<file path="src/rtl/pc_sequencer_if.sv">
// Request/response bundle between the instruction-control logic and the PC sequencer:
// jump handshake, return/interrupt requests, and the PC presented to fetch.
interface pc_sequencer_if #(
  parameter int PC_W = 8
);
  logic            jump_valid;
  logic            jump_ready;
  logic [PC_W-1:0] jump_addr;
  logic            jump_call;
  logic            ret_req;
  logic            irq_req;
  logic            irq_ack;
  logic [PC_W-1:0] pc;
  logic            pc_valid;

  // Requester side (instruction control / interrupt source / fetch).
  modport master (
    output jump_valid, jump_addr, jump_call, ret_req, irq_req,
    input  jump_ready, irq_ack, pc, pc_valid
  );

  // Sequencer side.
  modport slave (
    input  jump_valid, jump_addr, jump_call, ret_req, irq_req,
    output jump_ready, irq_ack, pc, pc_valid
  );
endinterface

</file>
<file path="src/rtl/pc_sequencer.sv">
// PC sequencer: run/halt/step FSM, interrupt > return > jump > increment arbitration.
// Define PC_SEQ_RETSTACK_EN to build the return-address stack and the sticky err flag.
module pc_sequencer #(
  parameter int              PC_W        = 8,
  parameter int              STEP        = 4,
  parameter logic [PC_W-1:0] IRQ_VECTOR  = PC_W'(8'hF0),
  parameter int              STACK_DEPTH = 4
) (
  input  logic         clk,
  input  logic         rst_n,
  input  logic         run,
  input  logic         step_req,
  pc_sequencer_if.slave bus,
  output logic [1:0]   state,
  output logic         err
);

  localparam logic [1:0] ST_HALT = 2'd0;
  localparam logic [1:0] ST_RUN  = 2'd1;
  localparam logic [1:0] ST_STEP = 2'd2;

  localparam logic [PC_W-1:0] STEP_C = PC_W'(STEP);

  logic [1:0]      state_r;
  logic [1:0]      state_nxt_s;
  logic [PC_W-1:0] pc_r;
  logic [PC_W-1:0] pc_nxt_s;
  logic [PC_W-1:0] inc_s;
  logic [PC_W-1:0] ret_target_s;
  logic            pc_valid_r;
  logic            irq_ack_r;
  logic            irq_mask_r;
  logic            act_s;
  logic            irq_win_s;
  logic            ret_win_s;
  logic            jump_ready_s;
  logic            jump_win_s;

  // Arbitration: an interrupt or return in an active cycle blocks the jump handshake.
  always_comb begin
    inc_s        = pc_r + STEP_C;
    act_s        = (state_r == ST_RUN) || (state_r == ST_STEP);
    irq_win_s    = act_s && bus.irq_req && !irq_mask_r;
    ret_win_s    = act_s && !irq_win_s && bus.ret_req;
    jump_ready_s = act_s && !irq_win_s && !bus.ret_req;
    jump_win_s   = jump_ready_s && bus.jump_valid;
  end

`ifdef PC_SEQ_RETSTACK_EN
  localparam int CNT_W = $clog2(STACK_DEPTH + 1);
  localparam int IDX_W = (STACK_DEPTH > 1) ? $clog2(STACK_DEPTH) : 1;

  logic [PC_W-1:0]  stack_r [STACK_DEPTH];
  logic [CNT_W-1:0] sp_r;
  logic [IDX_W-1:0] top_idx_s;
  logic             push_s;
  logic             full_s;
  logic             empty_s;
  logic             err_r;

  // Stack status and the address a return would restore.
  always_comb begin
    full_s    = (sp_r == CNT_W'(STACK_DEPTH));
    empty_s   = (sp_r == {CNT_W{1'b0}});
    top_idx_s = IDX_W'(sp_r - CNT_W'(1));
    if (irq_win_s) begin
      push_s = 1'b1;
    end else if (jump_win_s && bus.jump_call) begin
      push_s = 1'b1;
    end else begin
      push_s = 1'b0;
    end
    if (empty_s) begin
      ret_target_s = inc_s;
    end else begin
      ret_target_s = stack_r[top_idx_s];
    end
  end

  // Return stack storage; overflow drops the entry, underflow falls back to increment.
  always_ff @(posedge clk) begin
    if (!rst_n) begin
      sp_r  <= {CNT_W{1'b0}};
      err_r <= 1'b0;
      for (int i = 0; i < STACK_DEPTH; i++) begin
        stack_r[i] <= {PC_W{1'b0}};
      end
    end else if (push_s) begin
      if (!full_s) begin
        stack_r[sp_r[IDX_W-1:0]] <= inc_s;
        sp_r                     <= sp_r + CNT_W'(1);
      end else begin
        err_r <= 1'b1;
      end
    end else if (ret_win_s) begin
      if (!empty_s) begin
        sp_r <= sp_r - CNT_W'(1);
      end else begin
        err_r <= 1'b1;
      end
    end
  end

  assign err = err_r;
`else
  // Without a stack, calls are plain jumps and err can never be raised.
  logic [32:0] unused_s;

  assign unused_s     = {bus.jump_call, 32'(STACK_DEPTH)};
  assign ret_target_s = inc_s;
  assign err          = 1'b0;
`endif

  // Next-PC selection in priority order.
  always_comb begin
    if (irq_win_s) begin
      pc_nxt_s = IRQ_VECTOR;
    end else if (ret_win_s) begin
      pc_nxt_s = ret_target_s;
    end else if (jump_win_s) begin
      pc_nxt_s = bus.jump_addr;
    end else if (act_s) begin
      pc_nxt_s = inc_s;
    end else begin
      pc_nxt_s = pc_r;
    end
  end

  // Run/halt/step control; an action in the cycle run drops still completes.
  always_comb begin
    case (state_r)
      ST_HALT: begin
        if (run) begin
          state_nxt_s = ST_RUN;
        end else if (step_req) begin
          state_nxt_s = ST_STEP;
        end else begin
          state_nxt_s = ST_HALT;
        end
      end
      ST_RUN: begin
        if (run) begin
          state_nxt_s = ST_RUN;
        end else begin
          state_nxt_s = ST_HALT;
        end
      end
      ST_STEP: state_nxt_s = ST_HALT;
      default: state_nxt_s = ST_HALT;
    endcase
  end

  // PC, strobes, interrupt mask and FSM state registers.
  always_ff @(posedge clk) begin
    if (!rst_n) begin
      state_r    <= ST_HALT;
      pc_r       <= {PC_W{1'b0}};
      pc_valid_r <= 1'b0;
      irq_ack_r  <= 1'b0;
      irq_mask_r <= 1'b0;
    end else begin
      state_r    <= state_nxt_s;
      pc_r       <= pc_nxt_s;
      pc_valid_r <= act_s;
      irq_ack_r  <= irq_win_s;
      if (irq_win_s) begin
        irq_mask_r <= 1'b1;
      end else if (ret_win_s) begin
        irq_mask_r <= 1'b0;
      end
    end
  end

  assign bus.jump_ready = jump_ready_s;
  assign bus.pc         = pc_r;
  assign bus.pc_valid   = pc_valid_r;
  assign bus.irq_ack    = irq_ack_r;
  assign state          = state_r;

endmodule

</file>
<file path="src/flat_wrapper.sv">
// flat-port wrapper written by rule: the top's interface ports become plain ports
module pc_sequencer_flat 
#(
  parameter int              PC_W        = 8,
  parameter int              STEP        = 4,
  parameter logic [PC_W-1:0] IRQ_VECTOR  = PC_W'(8'hF0),
  parameter int              STACK_DEPTH = 4
)
  (clk, rst_n, run, step_req, state, err, bus_jump_valid, bus_jump_addr, bus_jump_call, bus_ret_req, bus_irq_req, bus_jump_ready, bus_irq_ack, bus_pc, bus_pc_valid);
  pc_sequencer_if #(.PC_W(PC_W)) bus_i ();
  input  logic clk;
  input  logic rst_n;
  input  logic run;
  input  logic step_req;
  output logic [1:0] state;
  output logic err;
  input wire logic [$bits(bus_i.jump_valid)-1:0] bus_jump_valid;
  input wire logic [$bits(bus_i.jump_addr)-1:0] bus_jump_addr;
  input wire logic [$bits(bus_i.jump_call)-1:0] bus_jump_call;
  input wire logic [$bits(bus_i.ret_req)-1:0] bus_ret_req;
  input wire logic [$bits(bus_i.irq_req)-1:0] bus_irq_req;
  output wire logic [$bits(bus_i.jump_ready)-1:0] bus_jump_ready;
  output wire logic [$bits(bus_i.irq_ack)-1:0] bus_irq_ack;
  output wire logic [$bits(bus_i.pc)-1:0] bus_pc;
  output wire logic [$bits(bus_i.pc_valid)-1:0] bus_pc_valid;
  assign bus_i.jump_valid = bus_jump_valid;
  assign bus_i.jump_addr = bus_jump_addr;
  assign bus_i.jump_call = bus_jump_call;
  assign bus_i.ret_req = bus_ret_req;
  assign bus_i.irq_req = bus_irq_req;
  assign bus_jump_ready = bus_i.jump_ready;
  assign bus_irq_ack = bus_i.irq_ack;
  assign bus_pc = bus_i.pc;
  assign bus_pc_valid = bus_i.pc_valid;
  pc_sequencer #(.PC_W(PC_W), .STEP(STEP), .IRQ_VECTOR(IRQ_VECTOR), .STACK_DEPTH(STACK_DEPTH)) u_core (.clk(clk), .rst_n(rst_n), .run(run), .step_req(step_req), .bus(bus_i), .state(state), .err(err));
endmodule
</file>
<file path="config.mk">
export PLATFORM = sky130hd
export DESIGN_NAME = pc_sequencer_flat
export DESIGN_NICKNAME = d
export VERILOG_FILES = /design/src/rtl/pc_sequencer_if.sv /design/src/rtl/pc_sequencer.sv /design/src/flat_wrapper.sv
export SDC_FILE = /design/constraint.sdc
export NUM_CORES = 1
export LEC_CHECK = 0
export CAP_MARGIN = 5
export CORE_AREA = 2 2 43 45
export CTS_BUF_LIST = sky130_fd_sc_hd__clkbuf_2 sky130_fd_sc_hd__clkbuf_4 sky130_fd_sc_hd__clkbuf_8
export DETAILED_ROUTE_END_ITERATION = 10
export DIE_AREA = 0 0 45 47
export MAX_ROUTING_LAYER = met4
export PLACE_DENSITY = 0.86
export SLEW_MARGIN = 10
export SYNTH_ARGS = -nofsm -noshare
export SYNTH_HDL_FRONTEND = slang
export SYNTH_SLANG_ARGS = --single-unit
</file>
<file path="constraint.sdc">
create_clock -name clk -period 1.9 [get_ports clk]
set_input_delay 0.38 -clock clk [delete_from_list [all_inputs] [get_ports clk]]
set_output_delay 0.38 -clock clk [all_outputs]
set_load 0.02 [all_outputs]
</file>
==> results of run 1 <==
-- Yosys cell counts (all sizes together) --
| master | instances | area (µm²) |
|---|---|---|
| o21ai | 2 | 10.0 |
| mux2i | 5 | 50.1 |
| a31oi | 1 | 6.26 |
| nand4b | 1 | 23.8 |
| dfxtp | 13 | 260 |
| buf | 2 | 18.8 |
| o211a | 1 | 10.0 |
| conb | 1 | 3.75 |
| a211oi | 1 | 12.5 |
| a21oi | 5 | 28.8 |
| xor2 | 3 | 26.3 |
| nor2b | 1 | 13.8 |
| nand3 | 2 | 10.0 |
| o221ai | 3 | 26.3 |
| ha | 3 | 37.5 |
| and4b | 1 | 10.0 |
| nor2 | 7 | 26.3 |
| nand2 | 3 | 11.3 |
| a311oi | 1 | 8.76 |
| inv | 4 | 15.0 |
| nor3 | 1 | 5.00 |
| nand2b | 1 | 13.8 |
| xnor2 | 1 | 8.76 |
-- layout make-up --
cell class                      count  area (µm²)  share of cell area (%)
Clock buffer                        4        30.0                    3.09
Sequential cell                    13         260                    26.8
Multi-Input combinational cell     44         343                    35.3
Inverter                            4        15.0                    1.54
Timing Repair Buffer               32         303                    31.1
Tap cell                           17        21.3                    2.19
-- cell usage in the layout, fill, tap and decap left out, drive strengths merged, types with 2 or more instances in the layout --
cell type      synthesis  routed
buf                    2       5
ha                     3       3
dfxtp                 13      13
inv                    4       4
a21oi                  5       5
clkdlybuf4s50          0      26
mux2i                  5       5
nor2                   7       7
xor2                   3       3
nand2                  3       3
clkbuf                 0       5
nand3                  2       2
o21ai                  2       2
o221ai                 3       3
-- cells by family (layout without fill, tap and decap cells) --
kind of cell / count (synthesis) / count (layout) / synth area share (%)
buffers and inverters: 6 / 40 / 5.30
XOR/XNOR: 4 / 4 / 5.50
multiplexers: 5 / 5 / 7.86
AO/OA/AOI/OAI: 14 / 14 / 16.1
flip-flops: 13 / 13 / 40.9
other: 1 / 1 / 0.589
adder cells (fa/ha/maj): 3 / 3 / 5.89
AND/OR/NAND/NOR: 17 / 17 / 17.9
-- worst max-delay path by stage --
stage	slack [ns]	endpoint	startpoint
after floorplan	0.12	bus_jump_ready	u_core.state[0]
after global placement	-0.17	bus_jump_ready	bus_irq_req
after detailed placement	-0.17	bus_jump_ready	bus_irq_req
after CTS	0.02	bus_jump_ready	u_core.state[0]
after global routing	0.11	bus_pc[4]	u_core.bus.pc[4]
final	0.16	bus_pc[2]	u_core.bus.pc[2]
-- metrics by stage --
| stage | cell area [µm²] | TNS, ns | std cells | power, µW |
|---|---|---|---|---|
| after global routing | 972 | 0 | 114 | 726 |
| after global placement | 947 | -0.167 | 110 | 502 |
| after CTS | 976 | 0 | 114 | 698 |
| after floorplan | 637 | 0 | 63 | 416 |
| final | 972 | 0 | 114 | 691 |
| after detailed placement | 947 | -0.173 | 110 | 508 |
-- layer usage --
metal / wire length, µm / vias up / global-route usage [%]
met5: 0 / - / -
met4: 8 / 0 / 10.6
met3: 103 / 2 / 2.31
met2: 713 / 23 / 27.4
met1: 626 / 264 / 19.1
li1: - / 289 / -
-- power breakdown --
part | switching, µW | leakage (µW) | internal [µW]
Sequential | 21.1 | 0.000107 | 293
Clock | 95.0 | 0.0000184 | 95.7
Combinational | 86.5 | 0.000312 | 100
Total | 203 | 0.000437 | 489
-- repair_timing --
action / 4_1_cts / 5_1_grt
hold endpoints to repair: 0 / 0
gates resized for setup: 1 / 2
cloned: 0 / 0
setup endpoints to repair: 1 / 1
==> impl_metrics.toml, run 1 <==
[run_status]
status = "complete, no violations"

[routing]
vias = 578
wl_um = 1450
drt_iter0_drc = 5
routed_via_density = 5.07
drtPass1Iterations = 5
postRouteAntennaNets = 0
post_drt_wl_per_cell_um = 12.7
drc = 0

[worst_setup_path]
cp_num_buf_inv = 1
cp_slowest_cell = "clkdlybuf4s50_1"
required_ns = 1.52
critPathTopFamily = "buffers and inverters"
critical_path_class = "reg -> out"
r2r_cells = 6
worst-path-max-fanout = 5
cp_slowest_stage_delay_ns = 0.64
cp.depth = 1
cp.arrival_ns = 1.36
r2r-end = "u_core.bus.pc[3]"
r2r-start = "u_core.state[0]"
reg2reg_slack_ns = 0.31
path_cells = "clkdlybuf4s50_1"
end_kind = "output pin"
worst_setup_path_start_kind = "register"

[min_path]
whs_endpoint = "u_core.irq_mask_r"
hold_start = "u_core.irq_mask_r"
min_path_type = "reg -> reg"
hold_depth = 1

[floorplan]
boundaryPins = 30
die_h_um = 47
num_rows = 15
initial_utilization_pct = 38.6
die_area_um2 = 2120
core-area_um2 = 1650
die_w_um = 45

[yosys]
avgSynthCellArea_um2 = 10.1
ys_seq_elements = 13
synthDistinctLibCells = 25
ys_seq_area_share_pct = 40.9
syn_area_um2 = 637
syn_nets = 82
syn_inst = 63
yosys_warnings = 0

[clock_network]
cts_made_buffers = 3
clk_latency_ns = 0.28
h-tree-depth = 1
cts_sinks = 13
cts_setup_buffers = 0
path_clk_slew_ns = 0.08
hold_buffers = 0
cts_buffer_depth = 2
cts_tree = "built"
root_buffer = "clkbuf_4"

[sta]
setup_viol = 0
skew_ns = 0.00239
hold_viol = 0
rsz0062_at_grt = "no"
worst_slack_ns = 0.161
hold-worst-slack_ns = 0.492
fmax_mhz = 575
maxSlewViolCount = 0
period_minus_slack_ns = 1.74
final.period_utilization_pct = 91.5

[job]
drv_cap = 0

[cells_and_area]
drive_gt1_share_pct = 15.5
diodes = 0
fin_util_pct = 58.9
nFillCells = 155
fin_nets = 117
syn_to_final_growth_pct = 52.7

[placement]
gp_congestion = 0.669
hpwlAfterDp_um = 1110
dp_slack_ns = -0.173
port_buffers = 27

[global_routing]
grt_pass1_vias = 573
grt_overflow = 0
grt_pass1_wl_um = 2370
grt_max_degree = 12
grt.total_usage_pct = 16.7
antenna_found_initial = 0

[power]
p_per_area_nw_per_um2 = 711
p_leak_uw = 0.000437
ir_drop_uv = 429
No activity file was read; power rests on OpenSTA's default activity.
==> inputs of run 2 (changes only) <==
- TNS_END_PERCENT: not set -> 30
- clock period: 1.9 -> 1.7 ns (I/O delays scaled with it)
==> run 2 against run 1 <==
  * Clock power up 9%
  * Hold slack better by 0.0044 ns
  * Via count up 5.5%
  * First-iteration DRC count down 20%
  * Largest cell class unchanged
  * Worst setup slack worse by 0.095 ns
  * Register-to-register slack worse by 0.15 ns
  * Core utilization up 3.0 points
  * Non-clock buffer count up 3
==> impl_metrics.toml, run 2 (synthesis results as in run 1) <==
[run_status]
status = "complete, no violations"

[global_routing]
grt_pass1_wl_um = 2460
grt.total_usage_pct = 16.9
antenna_found_initial = 0
grt_pass1_vias = 598
grt_overflow = 0
grt_max_degree = 12

[power]
combPwrFrac_pct = 28.1
switching_share_pct = 28.9
ir_drop_uv = 476
sequentialPowerShare_pct = 44.9
p_per_area_nw_per_um2 = 759
internal_power_uw = 552
switchingPower_uw = 224
p_leak_uw = 0.000515
clkPwrFrac_pct = 27.0

[job]
drv_cap = 0

[worst_setup_path]
cp_slowest_stage_delay_ns = 0.63
cp.arrival_ns = 1.29
critical_path_class = "reg -> out"
cp_slowest_cell = "clkdlybuf4s50_1"
worst-path-max-fanout = 4
critPathTopFamily = "buffers and inverters"
required_ns = 1.36
cp-startpoint = "u_core.bus.pc[3]"
path_cells = "clkdlybuf4s50_1"
cp_num_buf_inv = 1
worst_setup_path_start_kind = "register"
r2r-start = "u_core.state[1]"
end_kind = "output pin"

[clock_network]
cts_buffer_depth = 2
path_clk_slew_ns = 0.08
hold_buffers = 0
cts_sinks = 13
cts_tree = "built"
root_buffer = "clkbuf_4"
cts_made_buffers = 3
clk_latency_ns = 0.27
h-tree-depth = 1

[sta]
period_minus_slack_ns = 1.63
hold-worst-slack_ns = 0.496
setup_viol = 0
fmax_mhz = 612
hold_viol = 0
skew_ns = 0.00501
fin_tns_setup_ns = 0
worst_slack_ns = 0.0661
maxSlewViolCount = 0
final.period_utilization_pct = 96.1
rsz0062_at_grt = "no"

[routing]
routed_via_density = 5.21
drc = 0
post_drt_wl_per_cell_um = 12.4
postRouteAntennaNets = 0
wl_um = 1450
vias = 610
drtPass1Iterations = 4
drt_iter0_drc = 4

[floorplan]
die_area_um2 = 2120
initial_utilization_pct = 38.6
num_rows = 15
boundaryPins = 30
die_w_um = 45
die_h_um = 47
core-area_um2 = 1650

[cells_and_area]
final_common_cell = "clkdlybuf4s50_1"
diodes = 0
syn_to_final_growth_pct = 60.5
final_area_um2 = 1020
drive_gt1_share_pct = 20.0
fin_util_pct = 61.9
fin_nets = 120
final_cell_mix = "clkdlybuf4s50_1 (22), dfxtp_1 (13), buf_4 (9), nor2_1 (6), mux2i_1 (5)"

[min_path]
min_path_type = "reg -> reg"
hold_start = "u_core.irq_mask_r"

[placement]
port_buffers = 27
hpwlAfterDp_um = 1150
place_area_um2 = 972
dp_slack_ns = -0.308
gp_congestion = 0.726
run 2: cell count changes in the layout (fill, tap and decap cells not counted), sizes merged:
cell           delta
buf               +4
clkdlybuf4s50     -4
dlymetal6s2s      +4
clkbuf            -1
run 2: path summary, 6_finish.rpt:
kind,cells after the start,to,slack [ns]
setup / recovery,1,bus_pc[3],0.07
hold / removal,1,u_core.irq_mask_r,0.50
setup reg to reg,6,u_core.bus.pc[3],0.16
hold reg to reg,1,u_core.irq_mask_r,0.50
run 2: worst reg2reg max path, stage by stage, from the launching register on:
cell,delay [ns]
dfxtp_1,0.33
inv_1,0.08
ha_4,0.27
buf_4,0.18
nand4b_4,0.22
mux2i_1,0.19
a211oi_2,0.21
run 2: timing repair:
| item | in CTS | in global routing |
|---|---|---|
| resized for setup | 4 | 6 |
| setup buffers | 0 | 0 |
| pin swaps | 0 | 0 |
| setup endpoints to repair | 1 | 6 |
run 2: power groups by stage:
| stage | Clock, µW | Sequential [µW] | Combinational, µW |
|---|---|---|---|
| final | 209 | 348 | 218 |
| after global placement | 0 | 355 | 212 |
| after detailed placement | 0 | 356 | 217 |
| after CTS | 219 | 349 | 217 |
| after global routing | 230 | 352 | 238 |
| after floorplan | 0 | 379 | 86.5 |
run 2: final cells by class:
type,count,area [µm²]
clock buffer,4,30.0
fill,137,629
inverter,4,15.0
multi-input combinational,44,358
sequential,13,260
tap,17,21.3
timing repair buffer,35,338
run 2: routing by layer:
metal	wire (µm)	vias up	global-route usage, %
met5	0	-	-
met4	6	0	7.06
met3	120	2	5.38
met2	696	25	27.7
met1	625	284	18.9
li1	-	299	-
run 2: per-stage QoR:
step	total power, µW	std cells
after detailed placement	573	113
after CTS	785	117
after global routing	820	117
after floorplan	465	63
after global placement	567	113
final	776	117
==> inputs of run 3 (changes only) <==
- CORE_AREA: 2 2 43 45 -> 2 2 42 44
- CTS_BUF_LIST: sky130_fd_sc_hd__clkbuf_2 sky130_fd_sc_hd__clkbuf_4 sky130_fd_sc_hd__clkbuf_8 -> not set
- DIE_AREA: 0 0 45 47 -> 0 0 44 46
- PLACE_DENSITY: 0.86 -> 0.89
- clock period: 1.7 -> 2.1 ns (I/O delays scaled with it)
==> run 3 against run 2 <==
  * Sequential share of layout area increased by 1.7 points
  * Hold slack improved by 0.0083 ns
  * Clock skew fell by 0.0041 ns
  * Wire length fell by 0.97%
  * Worst setup slack improved by 0.13 ns
  * Non-clock buffer count decreased by 5
  * Combinational power down 24%
  * Total power shrank 22%
  * Register-to-register slack gained 0.29 ns
  * Cell count down 4.3%
  * Via count fell by 6.4%
  * Count of clock-buffer cells in the layout stayed put
==> impl_metrics.toml, run 3 (synthesis results as in run 1) <==
[routing]
postRouteAntennaNets = 0
wl_um = 1430
drt_iter0_drc = 2
drc = 0
post_drt_wl_per_cell_um = 12.8
routed_via_density = 5.10
drtPass1Iterations = 3
vias = 571

[floorplan]
die_area_um2 = 2020
core-area_um2 = 1610
die_w_um = 44
die_h_um = 46
boundaryPins = 30
num_rows = 15
initial_utilization_pct = 39.5

[clock_network]
cts_tree = "built"
clk_latency_ns = 0.28
ctsResizeCount = 1
cts_setup_buffers = 0
root_buffer = "clkbuf_4"
cts_sinks = 13
cts_buffer_depth = 2
cts_made_buffers = 3
path_clk_slew_ns = 0.08
h-tree-depth = 1
hold_buffers = 0

[placement]
gp_congestion = 0.666
place_area_um2 = 932
hpwlAfterDp_um = 1130
port_buffers = 27

[sta]
skew_ns = 0.000863
hold-worst-slack_ns = 0.505
maxSlewViolCount = 0
hold_viol = 0
final.period_utilization_pct = 90.5
fmax_mhz = 526
fin_tns_setup_ns = 0
rsz0062_at_grt = "no"
setup_viol = 0
period_minus_slack_ns = 1.90

[cells_and_area]
final_area_um2 = 957
fin_nets = 115
fin_util_pct = 59.3
final_common_cell = "clkdlybuf4s50_1"
syn_to_final_growth_pct = 50.3
diodes = 0
drive_gt1_share_pct = 11.6
final_cell_mix = "clkdlybuf4s50_1 (26), dfxtp_1 (13), nor2_1 (7), mux2i_1 (5)"

[worst_setup_path]
cp_num_buf_inv = 2
cp_slowest_stage_delay_ns = 0.47
critPathTopFamily = "buffers and inverters"
critical_path_class = "in -> out"
required_ns = 1.68
cp_slowest_cell = "clkdlybuf4s50_1"
worst-path-max-fanout = 2
cp.arrival_ns = 1.48
end_kind = "output pin"
path_cells = "clkdlybuf4s50_1 > nand2b_4 > nand2_1 > nor2_1 > dlygate4sd2_1"
worst_setup_path_start_kind = "input port"

[global_routing]
grt_pass1_wl_um = 2470
grt_max_degree = 12
grt_overflow = 0
grt_pass1_vias = 631
grt.total_usage_pct = 17.3
antenna_found_initial = 0

[power]
ir_drop_uv = 475
p_per_area_nw_per_um2 = 634
p_leak_uw = 0.000427

[run_status]
status = "complete, no violations"

[min_path]
min_path_type = "reg -> reg"

[job]
drv_cap = 0
[run 3: layout make-up]
cell class	count	area [µm²]
Multi-Input combinational cell	44	343
Timing Repair Buffer	30	292
Fill cell	158	657
Sequential cell	13	260
Tap cell	17	21.3
Inverter	4	15.0
Clock buffer	4	26.3
[run 3: worst paths after layout]
kind	startpoint	slack (ns)	depth (start not counted)	to
hold reg to reg	u_core.irq_mask_r	0.50	1	u_core.irq_mask_r
hold / removal	u_core.irq_mask_r	0.50	1	u_core.irq_mask_r
setup reg to reg	u_core.state[0]	0.45	6	register
setup / recovery	bus_irq_req	0.20	5	bus_jump_ready
[run 3: metrics by stage]
stage | power, µW | setup slack, ns | instances
2_1_floorplan | 376 | 0.279 | 63
3_3_place_gp | 450 | -0.0437 | 108
3_5_place_dp | 456 | -0.0631 | 108
4_1_cts | 614 | 0.197 | 112
5_1_grt | 640 | 0.129 | 112
6_report | 607 | 0.200 | 112
[run 3: worst register-to-register path, stage by stage (launching register included)]
cell	delay, ns
dfxtp_1	0.36
inv_1	0.05
ha_1	0.29
buf_4	0.19
inv_1	0.12
o21ai_0	0.42
nor2_1	0.10
[run 3: layer usage]
| layer | up-vias | part of all wire [%] | GRT usage [%] |
|---|---|---|---|
| met5 | - | 0 | - |
| met3 | 2 | 5.4 | 3.17 |
| li1 | 287 | - | - |
| met1 | 259 | 43 | 17.1 |
| met4 | 0 | 0.98 | 9.09 |
| met2 | 23 | 50 | 32.1 |
[run 3: where the power goes]
| part | switching (µW) | internal (µW) |
|---|---|---|
| clock | 85.2 | 73.7 |
| sequential | 18.1 | 265 |
| combinational | 77.2 | 87.9 |
